$ cat src/rtl/fft_pkg.sv
// Shared FFT definitions: default sizes, weight-count helper and the loader FSM encoding.
package fft_pkg;

    localparam int unsigned NPOINT_DEF = 3;
    localparam int unsigned DW_DEF     = 16;

    // Complex twiddle weights needed by an FFT of 2**npoint points.
    function automatic int unsigned nw(input int unsigned npoint);
        return npoint * (32'd1 << (npoint - 32'd1));
    endfunction

    typedef enum logic [0:0] {
        LOAD = 1'b0,
        FULL = 1'b1
    } load_state_e;

endpackage

$ cat src/rtl/fft_weight_bank.sv
// NW x 2*DW twiddle register file: one write port, every entry visible on flat read buses.
module fft_weight_bank #(
    parameter int unsigned NW = 12,
    parameter int unsigned DW = 16,
    parameter int unsigned AW = $clog2(NW)
) (
    input  logic              clk,
    input  logic              rst_n,
    input  logic              i_we,
    input  logic [AW-1:0]     i_addr,
    input  logic [2*DW-1:0]   i_wdata,
    output logic [NW*DW-1:0]  o_real_bus,
    output logic [NW*DW-1:0]  o_imag_bus
);

    logic [2*DW-1:0] r_mem [NW];

    always_ff @(posedge clk or negedge rst_n) begin
        if (!rst_n) begin
            for (int i = 0; i < int'(NW); i++) begin
                r_mem[i] <= '0;
            end
        end else if (i_we) begin
            r_mem[i_addr] <= i_wdata;
        end
    end

    // Entry layout is {real, imag}.
    for (genvar k = 0; k < int'(NW); k++) begin : g_rd
        assign o_real_bus[k*DW +: DW] = r_mem[k][2*DW-1:DW];
        assign o_imag_bus[k*DW +: DW] = r_mem[k][DW-1:0];
    end

endmodule

$ cat src/rtl/fft_weight_loader.sv
// Captures the serial twiddle-weight stream into a register bank and holds data frames
// back from the FFT core until the bank is complete.
module fft_weight_loader
    import fft_pkg::*;
#(
    parameter  int unsigned NPOINT = NPOINT_DEF,
    parameter  int unsigned DW     = DW_DEF,
    localparam int unsigned NW     = nw(NPOINT),
    localparam int unsigned AW     = $clog2(NW),
    localparam int unsigned CW     = $clog2(NW + 1)
) (
    input  logic              clk,
    input  logic              rst_n,
    input  logic              wt_valid,
    input  logic [DW-1:0]     wt_real,
    input  logic [DW-1:0]     wt_imag,
    input  logic              reload,
    input  logic              din_valid_in,
    output logic              din_valid_out,
    output logic              wt_ready,
    output logic [CW-1:0]     wt_count,
    output logic              wt_overflow,
    output logic              din_dropped,
    output logic [NW*DW-1:0]  wt_real_bus,
    output logic [NW*DW-1:0]  wt_imag_bus
);

    load_state_e r_state, w_state_nxt;
    logic [AW-1:0] r_wr_ptr, w_wr_ptr_nxt;
    logic [CW-1:0] r_count, w_count_nxt;
    logic          r_ready, w_ready_nxt;
    logic          r_overflow, w_overflow_nxt;
    logic          r_dropped, w_dropped_nxt;
    logic          w_we;

    always_ff @(posedge clk or negedge rst_n) begin
        if (!rst_n) begin
            r_state    <= LOAD;
            r_wr_ptr   <= '0;
            r_count    <= '0;
            r_ready    <= 1'b0;
            r_overflow <= 1'b0;
            r_dropped  <= 1'b0;
        end else begin
            r_state    <= w_state_nxt;
            r_wr_ptr   <= w_wr_ptr_nxt;
            r_count    <= w_count_nxt;
            r_ready    <= w_ready_nxt;
            r_overflow <= w_overflow_nxt;
            r_dropped  <= w_dropped_nxt;
        end
    end

    // reload takes priority over everything, including a coincident weight.
    always_comb begin
        w_state_nxt    = r_state;
        w_wr_ptr_nxt   = r_wr_ptr;
        w_count_nxt    = r_count;
        w_ready_nxt    = r_ready;
        w_overflow_nxt = r_overflow;
        w_dropped_nxt  = r_dropped;
        w_we           = 1'b0;
        if (reload) begin
            w_state_nxt    = LOAD;
            w_wr_ptr_nxt   = '0;
            w_count_nxt    = '0;
            w_ready_nxt    = 1'b0;
            w_overflow_nxt = 1'b0;
            w_dropped_nxt  = 1'b0;
        end else begin
            if (din_valid_in && !r_ready) begin
                w_dropped_nxt = 1'b1;
            end
            case (r_state)
                LOAD: begin
                    if (wt_valid) begin
                        w_we        = 1'b1;
                        w_count_nxt = r_count + CW'(1);
                        // Pointer parks on the last entry so extra weights can never wrap.
                        if (r_wr_ptr == AW'(NW - 1)) begin
                            w_state_nxt = FULL;
                            w_ready_nxt = 1'b1;
                        end else begin
                            w_wr_ptr_nxt = r_wr_ptr + AW'(1);
                        end
                    end
                end
                FULL: begin
                    if (wt_valid) begin
                        w_overflow_nxt = 1'b1;
                    end
                end
                default: w_state_nxt = LOAD;
            endcase
        end
    end

    fft_weight_bank #(
        .NW (NW),
        .DW (DW),
        .AW (AW)
    ) u_bank (
        .clk        (clk),
        .rst_n      (rst_n),
        .i_we       (w_we),
        .i_addr     (r_wr_ptr),
        .i_wdata    ({wt_real, wt_imag}),
        .o_real_bus (wt_real_bus),
        .o_imag_bus (wt_imag_bus)
    );

    assign din_valid_out = din_valid_in & r_ready;
    assign wt_ready      = r_ready;
    assign wt_count      = r_count;
    assign wt_overflow   = r_overflow;
    assign din_dropped   = r_dropped;

endmodule
$ cat config.mk
export PLATFORM = sky130hd
export DESIGN_NAME = fft_weight_loader
export DESIGN_NICKNAME = d
export VERILOG_FILES = /design/src/rtl/fft_pkg.sv /design/src/rtl/fft_weight_bank.sv /design/src/rtl/fft_weight_loader.sv
export SDC_FILE = /design/constraint.sdc
export NUM_CORES = 1
export LEC_CHECK = 0
export ABC_AREA = 1
export CAP_MARGIN = 20
export CORE_MARGIN = 5
export CORE_UTILIZATION = 50
export CTS_BUF_LIST = sky130_fd_sc_hd__clkbuf_4 sky130_fd_sc_hd__clkbuf_8 sky130_fd_sc_hd__clkbuf_16
export CTS_CLUSTER_SIZE = 40
export DETAILED_ROUTE_END_ITERATION = 10
export HOLD_SLACK_MARGIN = 0.02
export PLACE_DENSITY = 0.89
export SYNTH_ARGS = -nofsm -noshare
export SYNTH_HDL_FRONTEND = slang
export SYNTH_SLANG_ARGS = --single-unit
$ cat constraint.sdc
create_clock -name clk -period 3.7 [get_ports clk]
set_clock_uncertainty 0.15 [all_clocks]
set_input_delay 0.555 -clock clk [delete_from_list [all_inputs] [get_ports clk]]
set_output_delay 0.555 -clock clk [all_outputs]
set_load 0.02 [all_outputs]
Word level (Yosys, flattened, before mapping)
Cells that the tools add are included.
Operators by class
  reductions and logical operators: 11
  multiplexer cells: 26
  $add $sub $neg: 2
  eq/ne operators: 3
  bitwise operators: 2
  magnitude comparators: 2
Operators by type and width (count)
  bitwise mux 384 bit: 1
  demux 32 bit (select 4 bit): 1
  2-to-1 mux 32 bit: 1
  2-to-1 mux 4 bit: 7
  2-to-1 mux 1 bit: 16
  adder 4 x 1 -> 4 bit (second input constant): 2
  nonzero test 2 bit: 4
  AND reduction 3 bit: 2
  greater-or-equal comparator 5 bit (second input constant): 1
  less-than comparator 5 x 1 -> 1 bit (second input constant): 1
  NOT 4 -> 5 bit: 1
  equality test 4 bit (second input constant): 1
  != test 2 bit (second input constant): 2
  AND reduction 2 bit: 2
  logical AND 1 bit: 2
  AND 1 bit: 1
  zero test 1 bit: 1
Storage, ports and cells
  logic and storage cells: 64
  register bits after elaboration: 396
  output and inout bits: 392

Logic depth before layout (Yosys ltp)
  depth in word-level cells: 6
  depth in mapped cells: 8
  gate-level depth less buffers: 6

Cells and area by module
A second synthesis with hierarchy kept.
Second synthesis, totals
  cells, all modules: 1847
  area, all modules: 16116.7 um2
By module, submodules not included
  fft_weight_bank: cells each 1778, area an instance 15517.4 um2, times used 1
  fft_weight_loader: cells each 69, area an instance 599.3 um2, times used 1

Least setup slack after synthesis
No wires, ideal clock.
  path type: input -> register
  start point: in wt_valid
  end point: reg u_bank.r_mem (netlist bit u_bank.o_imag_bus[118])
  arrival: 1395 ps
  cell stages on the path: 7
  slack: 2024 ps
  setup time: 131 ps
  cell sequence: nand2_2 nor2_8 buf_6 nand3_4 buf_2 nand2_1 o21ai_1
On the way
  cells in the longest elaborated chain, start to end: 3
RTL lines
  from (decl): RTL line fft_weight_loader.sv:14  | input logic wt_valid,
  2-to-1 mux 1 bit: RTL line fft_weight_loader.sv:76  | if (wt_valid) begin
  2-to-1 mux 1 bit: RTL line fft_weight_loader.sv:74  | case (r_state)
  2-to-1 mux 1 bit: RTL line fft_weight_loader.sv:63  | if (reload) begin
  to (signal, indexed assignment): RTL line fft_weight_bank.sv:24  | r_mem[i_addr] <= i_wdata;
  to (decl): RTL line fft_weight_bank.sv:16  | logic [2*DW-1:0] r_mem [NW];
No other way between the ends.
A chain may end at the register's enable or synchronous reset.

Worst setup path in the final report
  start point: in reload
  end point: reg u_bank.r_mem (netlist bit u_bank.o_real_bus[95])
On the way
  cells in the longest elaborated chain, start to end: 1
RTL lines
  from (decl): RTL line fft_weight_loader.sv:17  | input logic reload,
  2-to-1 mux 1 bit: RTL line fft_weight_loader.sv:63
No other way between the ends.

==> reports/results.ini <==
[die]
die_height_um = 180
start_util = 0.504
coreArea_mm2 = 0.0286
die_w_um = 180
fp.dieArea_mm2 = 0.0324
ios = 429
count_of_standard_cell_rows = 62

[global_routing]
grt.met2_usage = 0.493
grt_start_max_net_pins = 100
global_route.peak_usage_layer = met2
grt.overflow.total = 0
groute.layer.met1.usage = 0.343
grt_pass1_vias = 12400
gr-usage-all-layers = 0.291
grt_antenna_before_repair = 0
grt_first_pass_wirelength_mm = 74.0
grtUsageMet3 = 0.0800

[timing]
setup_ws_ns = 1.16
rsz0062_at_grt = no
max_slew_margin = 0.447
drv_slew = 0
timing.final.setup_violations = 0
max_freq_ghz = 0.394
fin_hold_ws_ns = 0.337
worstMarginPinSlew_ns = 0.830
finalHoldViolations = 0
total_negative_slack_for_setup_checks_ns = 0
period_share = 0.686
min_tclk_post_route_ns = 2.54

[synth]
post_synth_and_or_nand_nor_area_fraction = 0.126
post_synth_instance_area_mm2 = 0.0144
synth_cell_types = 25
postSynth.asyncResetShare = 1.00
synth-xor-area-share = 0.000607
synthesis.yosys.warnings = 0
syn-num-nets = 1422
synthesized_area_fraction_occupied_by_ao_oa_aoi_and_oai_cells = 0.137
flip_flop_cell_with_the_highest_count_after_synthesis = sky130_fd_sc_hd__dfrtp_1
synth_adder_area_share = 0.00433
syn_area_per_cell_um2 = 10.5
main_combinational_cell_family_by_area_after_synthesis = compound AO/OA/AOI/OAI gates
postSynthRegisterBits = 396
synthCells = 1380
synth_enable_flop_cells = 0
sequential_area_share_after_synthesis = 0.687
synth_mux_area_frac = 0

[power_and_ir_drop]
design_power_total_mw = 11.4
comb_power_share = 0.199
p_int_mw = 8.17
irDropWorstVdd_v = 0.000529
share_clk_of_total_power = 0.357
power_per_cell_area_mw_per_mm2 = 561
pwr-share-seq = 0.444
power.switching_mw = 3.22
power_leakage_nw = 9.12
switching_share = 0.283

[place]
placed_area_mm2 = 0.0190
placed_insts = 2104
place_hpwl_mm = 31.5
gp_congestion = 0.829
place_worst_setup_slack_ns = 0.730
numPortBuffers = 428

[finish]
area.growth.synth_to_final_pct = 40.8
drive_gt1_frac = 0.0625
post-route-cell-area_mm2 = 0.0203
antenna_cells = 0
post-route-util = 0.710
post_layout_cell_count = 2177
design.final.nets = 1805

[routing]
route.detailed.wl_per_inst_um = 22.0
drc = 0
drt-initial-drc-count = 1160
antenna_violating_nets_post_route = 0
avgViaCountPerCell = 5.54
drt_first_pass_iters = 5
routed_wl_mm = 47.8
num_vias = 12100

[clock_network]
clock_tree.root_cell = sky130_fd_sc_hd__clkbuf_16
clock_insertion_delay_at_the_later_pin_of_the_skew_report_ns = 0.52
tritoncts = built
cts_made_buffers = 40
cts.reportedPaths.clkPinSlew_ns = 0.06
clock_path_buffers = 3
post-cts-setup-buffers = 0
cts_resized = 0
ctsHtreeMaxLevel = 2
hold_buffers = 1
cts.sink_count = 396

[worst_setup_path]
setup.worst_path.class = in2reg
cp_data_arrival_time_ns = 2.76
setup.worst_path.end_class = flip-flop
timing.critical_path.slowest_stage_cell = sky130_fd_sc_hd__clkdlybuf4s50_1
timing.critical_path.max_delay_family = simple AND/OR/NAND/NOR gates
critical_path.cell_chain = clkdlybuf4s50_1, nor2_8, buf_4, nand3_4, nand2_1, o21ai_1
crit_path_max_incr_delay_ns = 0.57
critical_path_buf_inv_count = 2
crit_fanout = 64
worst_setup_path_start_kind = primary input
critPathRequiredTime_ns = 3.92

[min_path]
min-delay-path-class = reg2reg

[status]
run_status = complete, no violations

[flow_run]
max_capacitance_violation_count = 0

power groups by stage:
stage | clock [mW] | combinational (mW) | sequential, mW
final | 4.07 | 2.26 | 5.06
after global routing | 4.31 | 2.40 | 5.11
after CTS | 4.12 | 2.28 | 5.06
after detailed placement | 0 | 2.25 | 5.12
after global placement | 0 | 2.19 | 5.10
after floorplan | 0 | 0.423 | 5.64
kinds of logic after synthesis:
family,after synthesis
flip-flops,396
AO/OA/AOI/OAI,393
XOR/XNOR,1
adder cells (fa/ha/maj),5
AND/OR/NAND/NOR,434
buffers and inverters,151
synth_stat cells, types with 4 or more instances:
| cell type | count | area share |
|---|---|---|
| sky130_fd_sc_hd__nand2_1 | 404 | 0.11 |
| sky130_fd_sc_hd__dfrtp_1 | 396 | 0.69 |
| sky130_fd_sc_hd__o21ai_1 | 260 | 0.090 |
| sky130_fd_sc_hd__o21ai_0 | 129 | 0.045 |
| sky130_fd_sc_hd__clkbuf_1 | 62 | 0.016 |
| sky130_fd_sc_hd__inv_1 | 42 | 0.011 |
| sky130_fd_sc_hd__buf_2 | 37 | 0.013 |
| sky130_fd_sc_hd__nand3_1 | 8 | 0.0028 |
| sky130_fd_sc_hd__nand3_4 | 7 | 0.0085 |
| sky130_fd_sc_hd__buf_4 | 5 | 0.0026 |
| sky130_fd_sc_hd__ha_1 | 5 | 0.0043 |
| sky130_fd_sc_hd__nand3_2 | 5 | 0.0035 |
| sky130_fd_sc_hd__buf_6 | 4 | 0.0031 |
layer usage:
layer / up-vias / routed length, um
met5: - / 0
met4: 0 / 2950
met3: 169 / 4520
met2: 686 / 23600
met1: 5921 / 16700
li1: 5288 / -
worst min-delay path: stages, from the launching register on:
cell and delay [ns]:
sky130_fd_sc_hd__dfrtp_1 0.34, sky130_fd_sc_hd__nand2_1 0.05, sky130_fd_sc_hd__o21ai_0 0.06
flip-flops by register name (all words and copies together), names as in the netlist:
signal	flops
u_bank.o_real_bus	192
u_bank.o_imag_bus	192
wt_overflow	1
r_wr_ptr	4
wt_ready	1
r_state	1
wt_count	4
din_dropped	1
final cells by class:
type                       instances  area (um2)
fill                            1852        8300
clock inverter                    12        91.3
multi-input combinational        833        3860
clock buffer                      60        1260
inverter                          43         161
sequential                       396        9910
timing repair buffer             449        4560
tap                              384         480
path summary, 6_finish.rpt:
kind	from	to	slack, ns	cells after the start
min in group asynchronous	rst_n	u_bank.o_imag_bus[186]$_DFFE_PN0P_	0.53	2
max in group asynchronous	rst_n	u_bank.o_real_bus[41]$_DFFE_PN0P_	1.88	3
worst min-delay path	u_bank.o_imag_bus[76]$_DFFE_PN0P_	u_bank.o_imag_bus[76]$_DFFE_PN0P_	0.34	2
worst max register to register	r_state$_DFF_PN0_	u_bank.o_real_bus[95]$_DFFE_PN0P_	1.25	7
worst max-delay path	reload	u_bank.o_real_bus[95]$_DFFE_PN0P_	1.16	6
worst min register to register	u_bank.o_imag_bus[76]$_DFFE_PN0P_	u_bank.o_imag_bus[76]$_DFFE_PN0P_	0.34	2
placed cells by master, fill, tap and decap left out, types with 5 or more instances in the layout:
cell type	instances
sky130_fd_sc_hd__ha_1	5
sky130_fd_sc_hd__o21ai_0	129
sky130_fd_sc_hd__buf_12	9
sky130_fd_sc_hd__clkinv_2	9
sky130_fd_sc_hd__nand3_4	7
sky130_fd_sc_hd__buf_4	11
sky130_fd_sc_hd__dfrtp_1	396
sky130_fd_sc_hd__clkbuf_4	5
sky130_fd_sc_hd__clkdlybuf4s50_1	427
sky130_fd_sc_hd__nand3_1	8
sky130_fd_sc_hd__clkbuf_8	14
sky130_fd_sc_hd__o21ai_1	260
sky130_fd_sc_hd__nand2_1	404
sky130_fd_sc_hd__nand3_2	5
sky130_fd_sc_hd__clkbuf_16	41
sky130_fd_sc_hd__inv_1	42
No activity file was read; power rests on OpenSTA's default activity.
==> patch 1: new RTL, same settings <==
Change the package constant `DW_DEF` from 16 to 20.
--- a/src/rtl/fft_pkg.sv
+++ b/src/rtl/fft_pkg.sv
@@ -2,7 +2,7 @@
 package fft_pkg;
 
     localparam int unsigned NPOINT_DEF = 3;
-    localparam int unsigned DW_DEF     = 16;
+    localparam int unsigned DW_DEF     = 20;
 
     // Complex twiddle weights needed by an FFT of 2**npoint points.
     function automatic int unsigned nw(input int unsigned npoint);
Interface: changed (resized wt_imag, wt_imag_bus, wt_real and wt_real_bus); port bits go from 429 to 533. The function was not compared with the original's and may differ.
==> patch 1 against the original RTL <==
- hold slack worse by 0.0077 ns
- core utilization decreased by 0.81 points
- sequential power grew 26%
- non-clock buffer count is 120 higher
- final cell count up 24%
- sequential cell count rose by 96
- power increased by 29%
- routed wire length increased by 26%
- synthesized area is 26% higher
- design area up 26%
- worst setup slack gained 0.099 ns
- synthesized cell count rose by 24%
- via count up 25%
- critical path type is now input port to output port
- critical endpoint is now din_valid_out
==> patch 1: results (changes against the original RTL) <==
[detailed_routing]
wl_um=60300  ; +26%
drt_iter0_drc=1161  ; +0.086%
wl_met3_um=5710  ; +26%
wl_met2_um=29900  ; +27%
met1_length_um=21400  ; +28%
routed-via-count=15000  ; +25%

[placement]
globalplace.congestion=0.850  ; +2.4%
port_buffers=532  ; +24%
dp_hpwl_um=40100  ; +27%

[power_and_ir_drop]
vdd_drop_max_v=0.000458  ; -13%
leakage_nw=11.5  ; +26%
combPwrFrac_pct=21.1  ; +1.2 points
switching_share_pct=28.9  ; +0.56 points
clock_power_mw=5.24  ; +29%

[global_routing]
use_met3_pct=8.35  ; +0.35 points
grt_antenna_before_repair=0  ; unchanged
grt_start_max_net_pins=84  ; -16%
gr-usage-all-layers_pct=29.5  ; +0.43 points
grt_pass1_wl_um=94000  ; +27%
grt_util_met2_pct=49.3  ; +0.056 points
grt_pass1_vias=15800  ; +27%
gr-usage-met1_pct=35.0  ; +0.73 points

[cts]
ctsHoldBuffers=1  ; unchanged
cts_resized=0  ; unchanged
insertion_delay_ns=0.57  ; +0.05 ns
cts_buffers=49  ; +23%
cts_max_level=2  ; unchanged

[synth]
synthesis.nets=1761  ; +24%
ys_top_cells_by_area=dfrtp_1, nand2_1, o21ai_1
synth_compound_area_share_pct=14.8  ; +1.1 points
yosys-top-cells-count=nand2_1, dfrtp_1, o21ai_1
async_reset_ff_share_pct=100  ; unchanged
synthMuxAreaShare_pct=0.0548  ; +0.055 points
synth_seq_area_share_pct=67.5  ; -1.2 points
synthAdderAreaFrac_pct=0.343  ; -0.091 points

[setup_path]
cp_top_family=buffers and inverters
rrSetupSlack_ns=1.39  ; +0.14 ns
crit_start=din_valid_in
max_stage_delay_ns=0.60  ; +0.03 ns
r2r_start=r_wr_ptr[0]
critical_path.max_fanout=2  ; -97%
r2r-end=u_bank.o_real_bus[229]
critPathArrivalTime_ns=1.74  ; -1.02 ns
endpoint=din_valid_out

[min_path]
hold_end=u_bank.o_imag_bus[211]
min_from=u_bank.o_imag_bus[211]

[sta]
worst_pin_slew_ns=0.748  ; -0.0820 ns

[cells_and_area]
final_layout_size_suffix_gt1_share_pct=9.51  ; +3.3 points
final_nets=2242  ; +24%

[outcome]
status=finished clean

-- patch 1: kinds of logic (layout without fill, tap and decap cells) --
kind of cell               count (synthesis)  in the layout
AOI/OAI and AO/OA                        489            489
DFF                                      492            492
muxes                                      1              1
and+or+nand+nor                          534            534
buffers and inverters                    190            709
adders and majority gates                  5              5
-- patch 1: per-stage QoR --
step | instance area [um2] | total power [mW] | instances | setup WS, ns
2_1_floorplan | 18300 | 7.75 | 1711 | 2.00
3_3_place_gp | 23800 | 9.41 | 2608 | 0.860
3_5_place_dp | 23800 | 9.53 | 2608 | 0.793
4_1_cts | 25500 | 14.8 | 2698 | 1.26
5_1_grt | 25500 | 15.3 | 2698 | 1.22
6_report | 25500 | 14.7 | 2698 | 1.26
-- patch 1: layout make-up --
cell class | count | area, um2
repair buffers | 569 | 5710
flip-flops and latches | 492 | 12300
well taps | 468 | 586
clock buffers | 69 | 1480
multi-input cells | 1029 | 4990
inverters | 51 | 191
fillers | 2331 | 10800
clock inverters | 20 | 241
==> patch 2: new RTL, same flow settings <==
Made on the original files. Put one more register stage on the output `wt_count`. The value now appears one clock later. The other outputs are not delayed to match.
--- a/src/rtl/fft_weight_loader.sv
+++ b/src/rtl/fft_weight_loader.sv
@@ -111,7 +111,9 @@
 
     assign din_valid_out = din_valid_in & r_ready;
     assign wt_ready      = r_ready;
-    assign wt_count      = r_count;
+    always_ff @(posedge clk) begin
+        wt_count <= r_count;
+    end
     assign wt_overflow   = r_overflow;
     assign din_dropped   = r_dropped;
 
Check against the original RTL: not equivalent (Yosys sat finds a counterexample within 4 cycles, from zero or initial values and one cycle with rst_n low).
==> patch 2 against the original RTL <==
- synthesized cell count up 0.29%
- core utilization down 0.087 points
- sequential power up 1%
- design area up 0.15%
- power up 0.73%
- worst setup slack better by 0.035 ns
- sequential share of layout area up 0.32 points
- sequential cell count up 4
- fmax up 1.4%
- synthesized area up 0.68%
- routed wire length down 1.6%
- final cell count up 0.18%
==> patch 2: results (changes against the original RTL) <==
[detailed_routing]
met1_length_um=17100  ; +1.9%
dr.pass1.iters=6  ; +1
avgRoutedWirePerCell_um=21.6  ; -1.8%
drt_iter0_drc=1082  ; -6.7%

[cells_and_area]
multiInputGateArea_um2=3870  ; +0.29%
stdcell_count=2181  ; +0.18%
nFillCells=1862  ; +0.54%
final_nets=1807  ; +0.11%
final_layout_size_suffix_gt1_share_pct=6.46  ; +0.21 points

[setup_path]
max_stage_delay_ns=0.59  ; +0.02 ns
rrSetupSlack_ns=1.33  ; +0.08 ns
worst-r2r-cell-count=6  ; -1
slowest_stage=nand3_4
cp_top_family=buffers and inverters

[global_routing]
use_met3_pct=7.83  ; -0.17 points
grt_start_max_net_pins=107  ; +7.0%
gr-usage-met1_pct=34.2  ; -0.098 points
grt_util_met2_pct=46.8  ; -2.5 points
gr-usage-all-layers_pct=28.3  ; -0.78 points

[placement]
dpl.cell_count=2106  ; +0.095%
place_area_um2=19000  ; about the same
place_ws_ns=0.709  ; -0.0214 ns

[outcome]
status=finished clean

[power_and_ir_drop]
leakage_nw=9.13  ; +0.13%
vdd_drop_max_v=0.000471  ; -11%
clockPowerShare_pct=35.8  ; about the same
switching_power_mw=3.22  ; -0.12%

[synth]
synthXorXnorAreaFrac_pct=0.0603  ; -0.00041 points
synthCells=1384  ; +0.29%
synth_seq_area_share_pct=68.7  ; +0.084 points
yosys-top-cells-count=nand2_1, dfrtp_1, o21ai_1
ys_top_cells_by_area=dfrtp_1, nand2_1, o21ai_1
synthAdderAreaFrac_pct=0.431  ; -0.0029 points
async_reset_ff_share_pct=99.0  ; -1.0 points

[sta]
maxSlewHeadroom_pct=45.5  ; +0.82 points

==> patch 2: cell types whose count changed in the layout (fill, tap and decap cells not counted), sizes merged <==
cell    before  now
dfxtp        0    4
clkinv       9    4
clkbuf      60   66
inv         44   45
buf         21   19
==> patch 2: how the worst max path moves through the flow <==
| stage | from | endpoint | slack [ns] | cells after the start |
|---|---|---|---|---|
| finish | reload | u_bank.o_imag_bus[72] | 1.19 | 5 |
| global route | reload | u_bank.o_real_bus[130] | 1.05 | 5 |
| CTS | reload | u_bank.o_real_bus[130] | 1.23 | 5 |
| detailed placement | reload | u_bank.o_real_bus[77] | 0.71 | 5 |
| global placement | reload | u_bank.o_real_bus[130] | 0.85 | 6 |
| floorplan | wt_valid | u_bank.o_imag_bus[118] | 2.02 | 7 |
==> patch 2: cell type report <==
cell class | instances | area share (%)
sequential | 400 | 49.1
timing repair buffer | 447 | 22.0
multi-input combinational | 833 | 19.0
clock buffer | 66 | 6.33
tap | 384 | 2.36
inverter | 43 | 0.793
clock inverter | 8 | 0.369
